--- src/rtl/sprite_line_engine.sv ---
// sprite_line_engine: per-scanline sprite evaluator and pixel generator.
// During blanking it scans the attribute table for the requested line and
// loads up to MAX_SPRITES slots; during active video it emits one
// priority-resolved colour index per pixel strobe.
// Optional feature macro: SPRITE_LINE_HFLIP_EN (attribute bit 31 mirrors the
// sprite horizontally; when undefined the bit is ignored and no flip logic exists).
module sprite_line_engine #(
  parameter int MAX_SPRITES = 8,
  parameter int NUM_ATTRS   = 64,
  parameter int SPRITE_W    = 16,
  parameter int SPRITE_H    = 16,
  parameter int BPP         = 2,
  parameter int PAL_W       = 3
) (
  input  logic                         clk,
  input  logic                         reset,
  input  logic                         eval_start,
  input  logic [9:0]                   eval_line,
  output logic                         eval_done,
  output logic [$clog2(NUM_ATTRS)-1:0] attr_addr,
  input  logic [31:0]                  attr_data,
  output logic [9:0]                   pat_addr,
  input  logic [31:0]                  pat_data,
  input  logic                         pixel_en,
  input  logic [9:0]                   pixel_x,
  output logic [PAL_W+BPP-1:0]         pix_color,
  output logic                         pix_opaque,
  output logic                         overflow
);

  localparam int AW = $clog2(NUM_ATTRS);
  localparam int SW = $clog2(MAX_SPRITES + 1);
  localparam int CW = $clog2(SPRITE_W);
  localparam int PW = SPRITE_W * BPP;

  typedef enum logic [2:0] {IDLE, A_FETCH, A_CHECK, P_FETCH, P_LOAD, DONE} state_t;

  state_t state;
  state_t state_next;

  logic [AW-1:0] a;
  logic [SW-1:0] s;
  logic [9:0]    line_q;

  logic [MAX_SPRITES-1:0] slot_valid;
  logic [9:0]             slot_x   [MAX_SPRITES];
  logic [PAL_W-1:0]       slot_pal [MAX_SPRITES];
  logic [PW-1:0]          slot_pat [MAX_SPRITES];
`ifdef SPRITE_LINE_HFLIP_EN
  logic                   slot_flip [MAX_SPRITES];
`endif

  // Attribute word fields; the whole input words are folded into a sink so
  // reserved/unused bits do not look like forgotten wiring.
  logic [9:0]       attr_y;
  logic [9:0]       attr_x;
  logic [7:0]       attr_p;
  logic [PAL_W-1:0] attr_pal;
  logic [9:0]       row;
  logic [17:0]      pat_addr_full;
  logic             y_match;
  logic             last_attr;
  logic             slots_full;
  logic             unused_inputs;

  assign attr_y        = attr_data[9:0];
  assign attr_x        = attr_data[19:10];
  assign attr_p        = attr_data[27:20];
  assign attr_pal      = attr_data[27+PAL_W:28];
  assign row           = line_q - attr_y;
  assign y_match       = (line_q >= attr_y) && (row < 10'(SPRITE_H));
  assign pat_addr_full = ({10'b0, attr_p} * 18'(SPRITE_H)) + {8'b0, row};
  assign last_attr     = (a == AW'(NUM_ATTRS - 1));
  assign slots_full    = (s == SW'(MAX_SPRITES));
  assign attr_addr     = a;
  assign unused_inputs = ^{attr_data, pat_data};

  // Control strobes decoded from the current state
  logic start_eval;
  logic take_slot;
  logic set_ovf;
  logic load_pat;
  logic advance;

  // State register; reset aborts any evaluation in progress
  always_ff @(posedge clk) begin
    if (!reset) state <= IDLE;
    else        state <= state_next;
  end

  // Next-state logic walking the attribute table one entry at a time
  always_comb begin
    state_next = state;
    case (state)
      IDLE:    if (eval_start) state_next = A_FETCH;
      A_FETCH: state_next = A_CHECK;
      A_CHECK: begin
        if (y_match)        state_next = slots_full ? DONE : P_FETCH;
        else if (last_attr) state_next = DONE;
        else                state_next = A_FETCH;
      end
      P_FETCH: state_next = P_LOAD;
      P_LOAD:  state_next = last_attr ? DONE : A_FETCH;
      DONE:    state_next = IDLE;
      default: state_next = IDLE;
    endcase
  end

  // Output decode: datapath strobes for each state
  always_comb begin
    start_eval = (state == IDLE) && eval_start;
    take_slot  = (state == A_CHECK) && y_match && !slots_full;
    set_ovf    = (state == A_CHECK) && y_match && slots_full;
    load_pat   = (state == P_LOAD);
    advance    = ((state == A_CHECK) && !y_match && !last_attr) ||
                 ((state == P_LOAD) && !last_attr);
  end

  // Evaluation counters, overflow flag, done pulse and pattern address
  always_ff @(posedge clk) begin
    if (!reset) begin
      a          <= '0;
      s          <= '0;
      line_q     <= '0;
      slot_valid <= '0;
      overflow   <= 1'b0;
      eval_done  <= 1'b0;
      pat_addr   <= '0;
    end else begin
      eval_done <= (state == DONE);
      if (start_eval) begin
        slot_valid <= '0;
        a          <= '0;
        s          <= '0;
        line_q     <= eval_line;
        if (eval_line == 10'd0) overflow <= 1'b0;
      end
      if (advance)   a        <= a + AW'(1);
      if (set_ovf)   overflow <= 1'b1;
      if (take_slot) pat_addr <= pat_addr_full[9:0];
      if (load_pat) begin
        for (int i = 0; i < MAX_SPRITES; i++)
          if (SW'(i) == s) slot_valid[i] <= 1'b1;
        s <= s + SW'(1);
      end
    end
  end

  // Slot payload storage; contents only matter while the valid bit is set
  always_ff @(posedge clk) begin
    for (int i = 0; i < MAX_SPRITES; i++) begin
      if (take_slot && SW'(i) == s) begin
        slot_x[i]   <= attr_x;
        slot_pal[i] <= attr_pal;
`ifdef SPRITE_LINE_HFLIP_EN
        slot_flip[i] <= attr_data[31];
`endif
      end
      if (load_pat && SW'(i) == s) slot_pat[i] <= pat_data[PW-1:0];
    end
  end

  // Pixel column col of a pattern row; column 0 sits in the top bits
  function automatic logic [BPP-1:0] px_of(input logic [PW-1:0] pat, input logic [CW-1:0] col);
    px_of = '0;
    for (int k = 0; k < SPRITE_W; k++)
      if (col == CW'(k)) px_of = pat[PW-1-k*BPP -: BPP];
  endfunction

  logic [PAL_W+BPP-1:0] hit_color;
  logic                 hit_any;

  // Priority resolve: scan from the highest slot down so the lowest opaque slot wins
  always_comb begin
    logic [9:0]     col_off;
    logic [CW-1:0]  col;
    logic [BPP-1:0] v;
    hit_color = '0;
    hit_any   = 1'b0;
    col_off   = '0;
    col       = '0;
    v         = '0;
    for (int i = MAX_SPRITES - 1; i >= 0; i--) begin
      col_off = pixel_x - slot_x[i];
      col     = col_off[CW-1:0];
`ifdef SPRITE_LINE_HFLIP_EN
      if (slot_flip[i]) col = CW'(SPRITE_W - 1) - col;
`endif
      v = px_of(slot_pat[i], col);
      if (slot_valid[i] && (pixel_x >= slot_x[i]) && (col_off < 10'(SPRITE_W)) && (v != '0)) begin
        hit_color = {slot_pal[i], v};
        hit_any   = 1'b1;
      end
    end
  end

  // Registered pixel output; holds between strobes, transparent while evaluating
  always_ff @(posedge clk) begin
    if (!reset) begin
      pix_color  <= '0;
      pix_opaque <= 1'b0;
    end else if (pixel_en) begin
      if (state != IDLE) begin
        pix_color  <= '0;
        pix_opaque <= 1'b0;
      end else begin
        pix_color  <= hit_color;
        pix_opaque <= hit_any;
      end
    end
  end

endmodule

--- config.mk ---
export PLATFORM = sky130hd
export DESIGN_NAME = sprite_line_engine
export DESIGN_NICKNAME = d
export VERILOG_FILES = /design/src/rtl/sprite_line_engine.sv
export SDC_FILE = /design/constraint.sdc
export NUM_CORES = 1
export LEC_CHECK = 0
export BUFFER_PORTS_ARGS = -buffer_cell sky130_fd_sc_hd__buf_2
export CAP_MARGIN = 5
export CORE_UTILIZATION = 55
export CTS_BUF_LIST = sky130_fd_sc_hd__clkbuf_4 sky130_fd_sc_hd__clkbuf_8
export CTS_CLUSTER_SIZE = 12
export DETAILED_ROUTE_END_ITERATION = 8
export PLACE_DENSITY_LB_ADDON = 0.12
export SLEW_MARGIN = 30
export SYNTH_ARGS = -nofsm -noshare
export SYNTH_HDL_FRONTEND = slang
export SYNTH_SLANG_ARGS = --single-unit
--- constraint.sdc ---
create_clock -name clk -period 4.3 [get_ports clk]
set_input_delay 0.43 -clock clk [delete_from_list [all_inputs] [get_ports clk]]
set_output_delay 0.43 -clock clk [all_outputs]
set_load 0.02 [all_outputs]
After elaboration in Yosys (flattened, before gate mapping)

Memories as Yosys holds them, arrays and structs flattened.
Index checks and enable logic that the tools add are counted.

Register bits: 49
Memory bits (writable): 360
Bits of input ports: 88
Output and inout port bits: 24
Logic and storage cells: 539
Memories kept: 3

$add $sub $neg: 12
Magnitude comparators: 18
Equal/unequal tests: 135
Multiplexer cells: 263
Reductions and logical operators: 98

Memories:

| memory   | depth | width | rd ports | clocked after memory_dff | write ports | line | source |
|---|---|---|---|---|---|---|---|
| slot_pat | 8     | 32    | 8        | 0                        | 1           | 48   | `logic [PW-1:0] slot_pat [MAX_SPRITES];` |
| slot_x   | 8     | 10    | 8        | 0                        | 1           | 46   | `logic [9:0] slot_x [MAX_SPRITES];` |
| slot_pal | 8     | 3     | 8        | 0                        | 1           | 47   | `logic [PAL_W-1:0] slot_pal [MAX_SPRITES];` |

Operators with widths:

| kind                | number |
|---|---|
| $eq 4x4->1 const B  | 65 |
| $mux 2              | 128 |
| $mux 32             | 7 |
| $reduce_or 32->1    | 7 |
| $eq 4x3->1 const B  | 32 |
| $mux 3              | 32 |
| $ge 10x10->1        | 9 |
| $lt 10x5->1 const B | 9 |
| $sub 10x10->10      | 9 |
| $mux 1              | 73 |
| $mux 10             | 7 |
| $reduce_or 10->1    | 7 |
| $eq 4x2->1 const B  | 16 |
| $logic_and 1x1->1   | 48 |
| $mux 5              | 9 |
| $logic_not 4->1     | 9 |
| $eq 4x1->1 const B  | 8 |
| $reduce_bool 2->1   | 12 |
| $reduce_or 3->1     | 7 |
| $eq 3x4->1 const A  | 4 |
| $mux 8              | 2 |
| $pmux 3 s5          | 1 |
| $mux 6              | 2 |
| $add 10x10->10      | 1 |
| other kinds (16)    | 22 |

Longest topological paths before layout

Gate-level depths: netlist of the first run.

Word-level depth: 29
Mapped depth: 16
Mapped depth without buffers: 16

Worst setup path after synthesis of the first run

No wires, ideal clock.

Kind: in2reg
From: input pixel_x[0]
To: register pix_color[3]
Setup time: 0.087 ns
Arrival time: 3.687 ns
Required time: 4.213 ns
Setup slack: 0.526 ns
Cell stages on the path: 12
Buffers on the path: 2
Cell sequence: inv_1 -> ha_1 -> inv_1 -> fa_1 -> clkbuf_1 -> mux4_2 -> mux4_2 -> o2111a_1 -> clkbuf_1 -> a221oi_1 -> o31ai_1 -> o31ai_1

Cells in the longest elaborated chain, start to end: 29
Elaborated cells between the ends (all ways): 321
Classes of those cells: add/sub (8); order compare (16); eq/ne (120); mux (137); reduce/logical (40)

RTL lines:

| element                | line | source |
|---|---|---|
| start: declaration     | 25   | `input logic [9:0] pixel_x,` |
| $sub 10x10->10         | 184  | `col_off = pixel_x - slot_x[i];` |
| $logic_not 4->1        | 167  | `if (col == CW'(k)) px_of = pat[PW-1-k*BPP -: BPP];` |
| $mux 2 (16 in series)  | 167  |  |
| $reduce_bool 2->1      | 190  | `if (slot_valid[i] && (pixel_x >= slot_x[i]) && (col_off < 10'(SPRITE_W)) && (v != '0)) begin` |
| $logic_and 1x1->1      | 190  |  |
| $mux 5 (7 in series)   | 190  |  |
| $mux 5 *               | 190  |  |
| $mux 5 *               | 203  | `if (state != IDLE) begin` |
| end signal: assignment | 207  | `pix_color <= hit_color;` |
| end: declaration       | 26   | `output logic [PAL_W+BPP-1:0] pix_color,` |

Mark *: on every way between the ends. The rest lies on a longest branch, timed or not.
A chain may end at the register's enable or synchronous reset.

==> impl_results.md, run 1 <==
* TritonCTS Sinks at 409
* Max cap viols at 0
* DRC at 0
* Layout fillers at 2593
* Slew Limit Fails at 0
* Area growth, synth to finish at 14.2%
* Post-synthesis cell type count at 88
* Die Y at 191 um
* Asr flop ratio synth at 0%
* Port buffer count at 108
* Io pins at 112
* Clk_skew at 0.0193 ns
* Critical path buffers and inverters at 2
* Postcts setup bufs at 0
* FMAX at 0.266 GHz
* Pwr dens at 380 mW/mm^2
* Syn_nets at 1613
* CORE AREA at 0.0349 mm^2
* Register area share after synthesis at 59.8%
* Final worst path period need at 3.76 ns
* Site row count at 68
* Synth Instances at 1415
* Critical path's top delay family: multiplexers
* Worst setup SP type: flop
* CTS buffer count at 68
* Total grt overflow at 0
* RSZ-0062 raised after global routing: no
* CTS tree: built
* Worst R2R End: pix_color[4]
* Final Wtd Congestion at 0.888
* Flop-to-flop setup slack at 0.54 ns
* Leak at 8.51 nW
* Hold Slack at 0.0801 ns
* Post-layout nets at 1821
* Hold path depth at 3
* Placed Cells at 2008
* Drt total wl at 46.4 mm
* Crit path arrival time at 4.29 ns
* Min-Delay Endpoint: line_q[8]
* Post-synth top area share at 54.9%
* Antenna violations before repair at 1
* R2R Path Start: slot_x[1][20]
* Yosys top cell by area: edfxtp_1
* Number of synthesized flops with an enable pin at 360
* Vias in the first global route at 12100
* CTS max path bufs at 3
* Synth top area cells: edfxtp_1 55%, mux4_2 8.2%, ha_1 6.3%, dfxtp_1 5.0%, inv_1 2.3%
* Skew-Pair Late Insertion Delay at 0.61 ns
* Hold Crit Start: eval_line[8]
* Seq cells post-synth at 409
* Initial cell density of the core at 56.5%
* Cell count along the critical path at 12
* Register area at 0.0118 mm^2
* DRT Pass-1 Iters at 6
* Vias after detailed routing at 12600
* Max incr delay on CP at 0.54 ns
* Final std cells w/o fill at 2132
* Layout cells sized above 1 at 22.5%
* Die ar. at 0.0366 mm^2
* Crit Path Class: reg -> reg
* Worst-path fanout max at 8
* CP endpoint kind: flop
* Number of DRC markers in iteration 0 at 1063
* Worst IR drop on VDD at 0.000297 V
* Final Core Density at 64.5%
* Cts repair resizes at 0
* Antenna Cells at 0
* Drt wl/cell at 21.8 um
* Multi-input gate area at 0.00731 mm^2
* Max transition margin at 35.8%
* All-Layer GR Usage at 26.2%
* Final period util at 87.5%
* Vias per cell at 5.93
* Worst-margin pin slew at 0.960 ns
* YS warnings at 0
* Root buffer cell: clkbuf_8
* Reg clk slew, reported paths at 0.06 ns
* Total negative setup slack at 0 ns
* First-pass GRT wire length at 70.0 mm
* Final ANT Viol Nets at 0
* FF-to-FF path depth at 12
* Avg Cell Area, Syn at 13.9 um^2
* Endpoints failing setup at 0
* Cell Area, Synth at 0.0197 mm^2
* Dpl hpwl at 32.9 mm
* Count of hold-fix buffers inserted at cts at 0
* Most common cell on crit path: mux4_2
* Largest net degree at the start of global routing at 40
* Ys flop type: edfxtp_1
* Htree depth at 3
* Die width at 191 um
* Req. time, crit path at 4.83 ns
* Outcome: complete, no violations
* Worst Hold Class: in -> reg
* Critical Path Slowest Stage Cell: fa_1
* Cell Chain, Critical Path: ha_1 > inv_1 > fa_1 > buf_12 > mux4_2 > mux4_2 > or2_0 > a21oi_1 > a221o_1 > nor2_1 > or4_1 > a31oi_1
* Hold Vio Cnt, Final at 0
-- layout by cell type, fill, tap and decap left out, types with 28 or more instances in the layout --
cell type,n
clkbuf_4,28
a21oi_1,61
dfxtp_1,49
edfxtp_1,360
buf_2,108
mux4_2,72
ha_1,100
nand2_1,70
clkbuf_8,72
buf_4,59
o21ai_0,52
nor2_1,95
inv_1,121
-- metrics by stage --
stage / total power, W / worst slack (ns) / cell area (um^2)
finish: 0.00856 / 0.536 / 22500
global route: 0.00888 / 0.218 / 22500
CTS: 0.00864 / 0.544 / 22500
detailed placement: 0.00524 / 0.00141 / 21200
global placement: 0.00523 / 0.0697 / 21200
floorplan: 0.00491 / 0.526 / 19700
-- cell usage after synthesis, drive strengths merged, types with 7 or more instances --
| cell | number |
|---|---|
| a211oi | 20 |
| a21boi | 8 |
| a21o | 15 |
| a21oi | 64 |
| a31oi | 9 |
| and2 | 20 |
| and3 | 16 |
| buf | 12 |
| clkbuf | 20 |
| dfxtp | 49 |
| edfxtp | 360 |
| fa | 10 |
| ha | 100 |
| inv | 121 |
| mux2i | 25 |
| mux4 | 72 |
| nand2 | 70 |
| nand2b | 22 |
| nand3 | 12 |
| nand4 | 8 |
| nor2 | 95 |
| nor2b | 15 |
| nor3 | 24 |
| nor4 | 9 |
| o2111ai | 7 |
| o211ai | 7 |
| o21a | 17 |
| o21ai | 54 |
| xnor2 | 24 |
| xor2 | 16 |
-- cells by family (layout without fill, tap and decap cells) --
logic type	Yosys count	in the layout	share of synthesized area [%]
adders and majority gates	110	110	7.36
and+or+nand+nor	329	329	8.49
AOI/OAI and AO/OA	272	272	9.62
muxes	102	102	9.78
DFF	409	409	59.8
xor gates and xnor gates	40	40	1.85
buffers and inverters	153	415	3.06
-- layout make-up --
cell class | instances | area share (%)
multi-input combinational | 853 | 32.5
clock inverter | 24 | 0.617
timing repair buffer | 170 | 4.64
tap | 455 | 2.53
inverter | 121 | 2.02
sequential | 409 | 52.4
clock buffer | 100 | 5.34
-- registers in the layout, indices dropped and copies added (netlist names), 5 cells and up --
signal	cells
pat_addr	10
attr_addr	6
slot_valid	8
slot_x	80
slot_pat	256
slot_pal	24
pix_color	5
line_q	10
-- power breakdown --
part	internal, W	total, W	switching [W]
logic	0.000348	0.000837	0.000489
clock network	0.00185	0.00339	0.00154
registers	0.00432	0.00433	0.00000670
-- how the worst max path moves through the flow --
stage,startpoint,slack [ns],to
floorplan,pixel_x[0],0.53,pix_color[3]
global placement,pixel_x[0],0.07,pix_color[4]
detailed placement,pixel_x[0],0.001,pix_color[2]
CTS,slot_x[1][20],0.54,pix_color[4]
global route,line_q[0],0.22,slot_x[1][3]
finish,slot_x[1][20],0.54,pix_color[4]
-- worst min-delay path: stages --
cell     delay [ns]
buf_2          0.10
nand2_1        0.05
a21oi_1        0.05
-- routing by layer --
metal | vias to the layer above | global-route usage (%) | share of wire, % | wire length, um
li1 | 5879 | - | - | -
met1 | 6238 | 37.0 | 44 | 20600
met4 | 0 | 9.71 | 2.8 | 1310
met2 | 428 | 41.1 | 47 | 21700
met5 | - | 0 | 0 | 0
met3 | 89 | 4.28 | 6.2 | 2880
(Power assumes the default switching activity.)
==> run 2: changes to the inputs <==
--- a/config.mk
+++ b/config.mk
@@ -7,11 +7,14 @@
 export LEC_CHECK = 0
 export BUFFER_PORTS_ARGS = -buffer_cell sky130_fd_sc_hd__buf_2
 export CAP_MARGIN = 5
-export CORE_UTILIZATION = 55
+export CELL_PAD_IN_SITES_DETAIL_PLACEMENT = 1
+export CELL_PAD_IN_SITES_GLOBAL_PLACEMENT = 1
+export CORE_UTILIZATION = 53
 export CTS_BUF_LIST = sky130_fd_sc_hd__clkbuf_4 sky130_fd_sc_hd__clkbuf_8
 export CTS_CLUSTER_SIZE = 12
 export DETAILED_ROUTE_END_ITERATION = 8
 export PLACE_DENSITY_LB_ADDON = 0.12
+export RECOVER_POWER = 100
 export SLEW_MARGIN = 30
 export SYNTH_ARGS = -nofsm -noshare
 export SYNTH_HDL_FRONTEND = slang
==> impl_results.md, run 2 (synthesized netlist as in run 1, its figures left out) <==
* Post-layout nets at 1828 (+0.38%)
* Req. time, crit path at 4.83 ns (about the same)
* DRC at 0 (unchanged)
* Number of DRC markers in iteration 0 at 947 (-11%)
* Drt wl/cell at 26.3 um (+21%)
* Antenna Cells at 0 (unchanged)
* Register area at 0.0118 mm^2 (unchanged)
* DRT Pass-1 Iters at 4 (-2)
* Worst setup SP type: flop
* Final ANT Viol Nets at 0 (unchanged)
* Max transition margin at -35.3% (-71 points)
* Layout fillers at 3653 (+41%)
* Max cap viols at 7 (+7)
* Worst-margin pin slew at 2.03 ns (+1.07 ns)
* Die ar. at 0.0380 mm^2 (+3.7%)
* Final worst path period need at 3.90 ns (+0.138 ns)
* Commonest cells after routing, fill and taps aside: 360 x edfxtp_1, 121 x inv_1, 100 x ha_1
* Vias per cell at 6.13 (+3.4%)
* Reg clk slew, reported paths at 0.06 ns (about the same)
* Root buffer cell: clkbuf_8
* Worst Hold Class: in -> reg
* CTS tree: built
* Vias after detailed routing at 13200 (+4.2%)
* Slew Limit Fails at 234 (+234)
* Pwr dens at 387 mW/mm^2 (+1.9%)
* TritonCTS Sinks at 409 (unchanged)
* Total negative setup slack at 0 ns (unchanged)
* Largest net degree at the start of global routing at 40 (unchanged)
* Final Wtd Congestion at 0.895 (+0.71%)
* Int Power at 0.00653 W (+0.14%)
* Postcts setup bufs at 0 (unchanged)
* FF-to-FF path depth at 11 (-1)
* Worst IR drop on VDD at 0.000263 V (-11%)
* Clk_skew at 0.0215 ns (+0.00218 ns)
* Max incr delay on CP at 0.64 ns (+0.10 ns)
* Multi-input gate area at 0.00731 mm^2 (-0.12%)
* Switching Share at 24.9% (+1.1 points)
* Die Y at 195 um (+1.9%)
* Dpl hpwl at 39.8 mm (+21%)
* Critical Path Slowest Stage Cell: fa_1
* Outcome: finished with violations
* Final Core Density at 61.3% (-3.2 points)
* Antenna violations before repair at 1 (unchanged)
* Place WS at 0.0211 ns (+0.0197 ns)
* Largest register FFs at 256 (unchanged)
* Total power at 0.00870 W (+1.6%)
* Reg with most FFs: slot_pat
* Failing checks: max-capacitance violations, max-slew violations
* Die width at 195 um (+1.9%)
* Total grt overflow at 0 (unchanged)
* Seq pwr share at 49.8% (-0.8 points)
* FMAX at 0.256 GHz (-3.5%)
* Area growth, synth to finish at 13.9%
* Drt total wl at 56.6 mm (+22%)
* Final period util at 90.7% (+3.2 points)
* Clock network power share at 40.0% (+0.4 points)
* Cell Chain, Critical Path: ha_1 > inv_1 > fa_1 > mux4_2 > mux4_2 > or2_0 > a21oi_1 > a221o_1 > nor2_1 > or4_1 > a31oi_1
* Io pins at 112 (unchanged)
* Port buffer count at 108 (unchanged)
* Commonest non-fill, non-tap cell in the layout: edfxtp_1
* First-pass GRT wire length at 84.3 mm (+20%)
* CP endpoint kind: flop
* All-Layer GR Usage at 30.5% (+4.2 points)
* Hold path depth at 3 (unchanged)
* Layout cells sized above 1 at 17.7% (-4.8 points)
* Setup slack after layout at 0.399 ns (-0.138 ns)
* CTS max path bufs at 3 (unchanged)
* Site row count at 70 (+2.9%)
* Leak at 8.26 nW (-2.9%)
* RSZ-0062 raised after global routing: no
* Cts repair resizes at 0 (unchanged)
* Endpoints failing setup at 0 (unchanged)
* CORE AREA at 0.0366 mm^2 (+4.9%)
* Crit Path Class: reg -> reg
* Largest regs: slot_pat (256), slot_x (80), slot_pal (24)
* Vias in the first global route at 14000 (+15%)
* Initial cell density of the core at 53.8% (-2.7 points)
* Crit path arrival time at 4.43 ns (+0.14 ns)
* Count of hold-fix buffers inserted at cts at 0 (unchanged)
* Worst-path fanout max at 4 (-4)
* Most common cell on crit path: mux4_2
* CTS buffer count at 71 (+4.4%)
* Net Switching at 0.00216 W (+6.5%)
* Hold Slack at 0.0755 ns (-0.00455 ns)
* Logic pwr share at 10.2% (+0.4 points)
* Skew-Pair Late Insertion Delay at 0.62 ns (about the same)
* Htree depth at 3 (unchanged)
* Hold Vio Cnt, Final at 0 (unchanged)
==> run 2: cell types whose count changed in the layout (fill, tap and decap cells not counted), sizes merged <==
cell and change:
clkinv +5, inv +2, clkinvlp -3, clkbuf +77
buf -77
==> run 2: area by class of cell <==
cell class,count,area share (%)
flip-flops and latches,409,52.5
multi-input cells,853,32.5
clock buffers,96,5.30
repair buffers,174,4.27
well taps,468,2.61
inverters,121,2.02
clock inverters,28,0.758
==> run 2: final timing paths <==
path | start | end | slack (ns)
hold / removal | eval_line[3] | line_q[3] | 0.08
setup / recovery | slot_x[1][20] | pix_color[4] | 0.40
hold reg to reg | line_q[0] | line_q[0] | 0.45
setup reg to reg | slot_x[1][20] | pix_color[4] | 0.40
==> run 2: stage by stage <==
| stage | instances | instance area, um^2 |
|---|---|---|
| 2_1_floorplan | 1415 | 19700 |
| 3_3_place_gp | 2025 | 21200 |
| 3_5_place_dp | 2025 | 21200 |
| 4_1_cts | 2149 | 22600 |
| 5_1_grt | 2149 | 22500 |
| 6_report | 2149 | 22500 |
==> run 2: metal layers <==
metal  part of all wire (%)  GRT usage [%]
met2                     50           51.5
met5                      0              0
met3                    6.2           4.95
met4                    2.4           9.92
met1                     42           40.3
==> run 2: power by group through the flow <==
| stage | Combinational, W | Sequential (W) | Clock (W) |
|---|---|---|---|
| 6_report | 0.000886 | 0.00433 | 0.00348 |
| 4_1_cts | 0.000896 | 0.00433 | 0.00355 |
| 2_1_floorplan | 0.000500 | 0.00441 | 0 |
| 3_5_place_dp | 0.000888 | 0.00441 | 0 |
| 3_3_place_gp | 0.000860 | 0.00441 | 0 |
| 5_1_grt | 0.000953 | 0.00433 | 0.00369 |
==> run 2: critical path: cells and delay by family, from the launching register on <==
family | cells | cell delay, ns
mux | 2 | 1.13
fa+ha+maj | 2 | 0.81
simple gates | 3 | 0.80
compound gates | 3 | 0.67
flops | 1 | 0.35
buf+inv | 1 | 0.06
==> run 3: changes to the inputs <==
--- a/config.mk
+++ b/config.mk
@@ -9,8 +9,7 @@
 export CAP_MARGIN = 5
 export CELL_PAD_IN_SITES_DETAIL_PLACEMENT = 1
 export CELL_PAD_IN_SITES_GLOBAL_PLACEMENT = 1
-export CORE_UTILIZATION = 53
-export CTS_BUF_LIST = sky130_fd_sc_hd__clkbuf_4 sky130_fd_sc_hd__clkbuf_8
+export CORE_UTILIZATION = 51
 export CTS_CLUSTER_SIZE = 12
 export DETAILED_ROUTE_END_ITERATION = 8
 export PLACE_DENSITY_LB_ADDON = 0.12
==> impl_results.md, run 3 (synthesized netlist as in run 1, its figures left out) <==
* Outcome: finished with violations
* Failing checks: max-capacitance violations, max-slew violations
* FMAX at 0.256 GHz (-0.29%)
* Commonest non-fill, non-tap cell in the layout: edfxtp_1
* Layout cells sized above 1 at 14.3% (-3.4 points)
* RSZ-0062 raised after global routing: no
* Initial cell density of the core at 52.1% (-1.8 points)
* CP endpoint kind: flop
* Req. time, crit path at 4.80 ns (-0.03 ns)
* CTS tree: built
* Htree depth at 2 (-1)
* Final ANT Viol Nets at 0 (unchanged)
* TritonCTS Sinks at 409 (unchanged)
* Worst setup SP type: flop
* Endpoints failing setup at 0 (unchanged)
* Pwr dens at 387 mW/mm^2 (-0.11%)
* Flop-to-flop setup slack at 0.39 ns (about the same)
* CTS max path bufs at 3 (unchanged)
* Antenna violations before repair at 0 (-1)
* FF-to-FF path depth at 11 (unchanged)
* Final Wtd Congestion at 0.866 (-3.2%)
* Drt total wl at 54.7 mm (-3.3%)
* Clk_skew at 0.0227 ns (+0.00127 ns)
* Commonest cells after routing, fill and taps aside: 360 x edfxtp_1, 121 x inv_1, 100 x ha_1
* Worst IR drop on VDD at 0.000357 V (+35%)
* Antenna Cells at 0 (unchanged)
* Die width at 199 um (+1.9%)
* Reg with most FFs: slot_pat
* DRT Pass-1 Iters at 5 (+1)
* Final period util at 91.0% (+0.26 points)
* Crit path arrival time at 4.41 ns (-0.02 ns)
* Place WS at -0.0206 ns (-0.0418 ns)
* CTS buffer count at 44 (-38%)
* Root buffer cell: clkbuf_16
* All-Layer GR Usage at 28.6% (-1.9 points)
* R2R Path Start: slot_x[1][20]
* Final std cells w/o fill at 2125 (-1.1%)
* Largest regs: slot_pat (256), slot_x (80), slot_pal (24)
* Largest register FFs at 256 (unchanged)
* Vias in the first global route at 13600 (-3.2%)
* Crit Path Class: reg -> reg
* Cts repair resizes at 0 (unchanged)
* Area growth, synth to finish at 13.0%
* Slew Limit Fails at 234 (unchanged)
* Port buffer count at 108 (unchanged)
* Number of DRC markers in iteration 0 at 900 (-5.0%)
* Placed Cells at 2055 (+1.5%)
* Site row count at 71 (+1.4%)
* Fin area at 0.0223 mm^2 (-0.80%)
* Die ar. at 0.0394 mm^2 (+3.9%)
* Count of hold-fix buffers inserted at cts at 0 (unchanged)
* DRC at 0 (unchanged)
* Final worst path period need at 3.91 ns (+0.0113 ns)
* Drt wl/cell at 25.7 um (-2.2%)
* Largest net degree at the start of global routing at 34 (-15%)
* Skew-Pair Late Insertion Delay at 0.58 ns (-0.04 ns)
* CORE AREA at 0.0378 mm^2 (+3.4%)
* Worst R2R End: pix_color[4]
* Min-Delay Endpoint: line_q[7]
* Vias per cell at 6.04 (-1.4%)
* Hold Vio Cnt, Final at 0 (unchanged)
* Hold Crit Start: eval_line[7]
* Postcts setup bufs at 0 (unchanged)
* Worst-path fanout max at 4 (unchanged)
* Total grt overflow at 0 (unchanged)
* Post-Place Cell Area at 0.0212 mm^2 (-0.38%)
* Hold Slack at 0.113 ns (+0.0375 ns)
* Total power at 0.00862 W (-0.91%)
* Die Y at 199 um (+1.9%)
* Leak at 8.08 nW (-2.2%)
* Io pins at 112 (unchanged)
* Max cap viols at 7 (unchanged)
* Reg clk slew, reported paths at 0.06 ns (about the same)
* Layout fillers at 3778 (+3.4%)
* Post-layout nets at 1788 (-2.2%)
* Vias after detailed routing at 12800 (-2.5%)
* Worst Hold Class: in -> reg
* Worst-margin pin slew at 2.03 ns (-0.00280 ns)
* Hold path depth at 3 (unchanged)
* Dpl hpwl at 39.0 mm (-1.9%)
* Setup slack after layout at 0.387 ns (-0.0113 ns)
* First-pass GRT wire length at 80.9 mm (-4.1%)
* Max transition margin at -35.1% (+0.19 points)
run 3: layout make-up:
| class | instances | area (um^2) | area share (%) |
|---|---|---|---|
| clock inverter | 21 | 148 | 0.663 |
| sequential | 409 | 11800 | 52.9 |
| timing repair buffer | 161 | 820 | 3.68 |
| inverter | 121 | 454 | 2.04 |
| multi-input combinational | 853 | 7310 | 32.8 |
| tap | 511 | 639 | 2.87 |
| clock buffer | 49 | 1120 | 5.03 |
run 3: how the worst max path moves through the flow:
stage | start | endpoint | slack, ns | cells after the start
final | slot_x[1][20] | pix_color[4] | 0.39 | 11
after global routing | line_q[0] | attr_addr[5] | 0.16 | 13
after CTS | slot_x[1][20] | pix_color[4] | 0.39 | 11
after detailed placement | pixel_x[0] | pix_color[4] | -0.02 | 12
after global placement | pixel_x[0] | pix_color[4] | 0.04 | 11
after floorplan | pixel_x[0] | pix_color[3] | 0.53 | 12
run 3: metrics by stage:
stage / util [%] / setup TNS (ns)
after floorplan: - / 0
after global placement: 55.9 / 0
after detailed placement: 55.9 / -0.0206
after CTS: 59.2 / 0
after global routing: 58.9 / 0
final: 58.9 / 0
run 3: power by group:
part	total (W)	leakage, nW	internal (W)	switching (W)
Combinational	0.000873	3.83	0.000337	0.000536
Clock	0.00341	0.618	0.00187	0.00154
Sequential	0.00433	3.63	0.00432	0.00000704
Total	0.00862	8.08	0.00653	0.00209
run 3: layer usage:
metal / GRT usage (%) / wire length, um
met5: 0 / 0
met4: 9.66 / 1670
met3: 4.71 / 3570
met2: 48.7 / 27100
met1: 37.2 / 22300
run 3: critical path, cell delays in order, from the launching register on:
cell      delay [ns]
edfxtp_1        0.32
ha_1            0.16
inv_1           0.06
fa_1            0.73
mux4_2          0.60
mux4_2          0.58
or2_0           0.26
a21oi_1         0.27
a221o_1         0.21
nor2_1          0.04
or4_1           0.43
a31oi_1         0.18
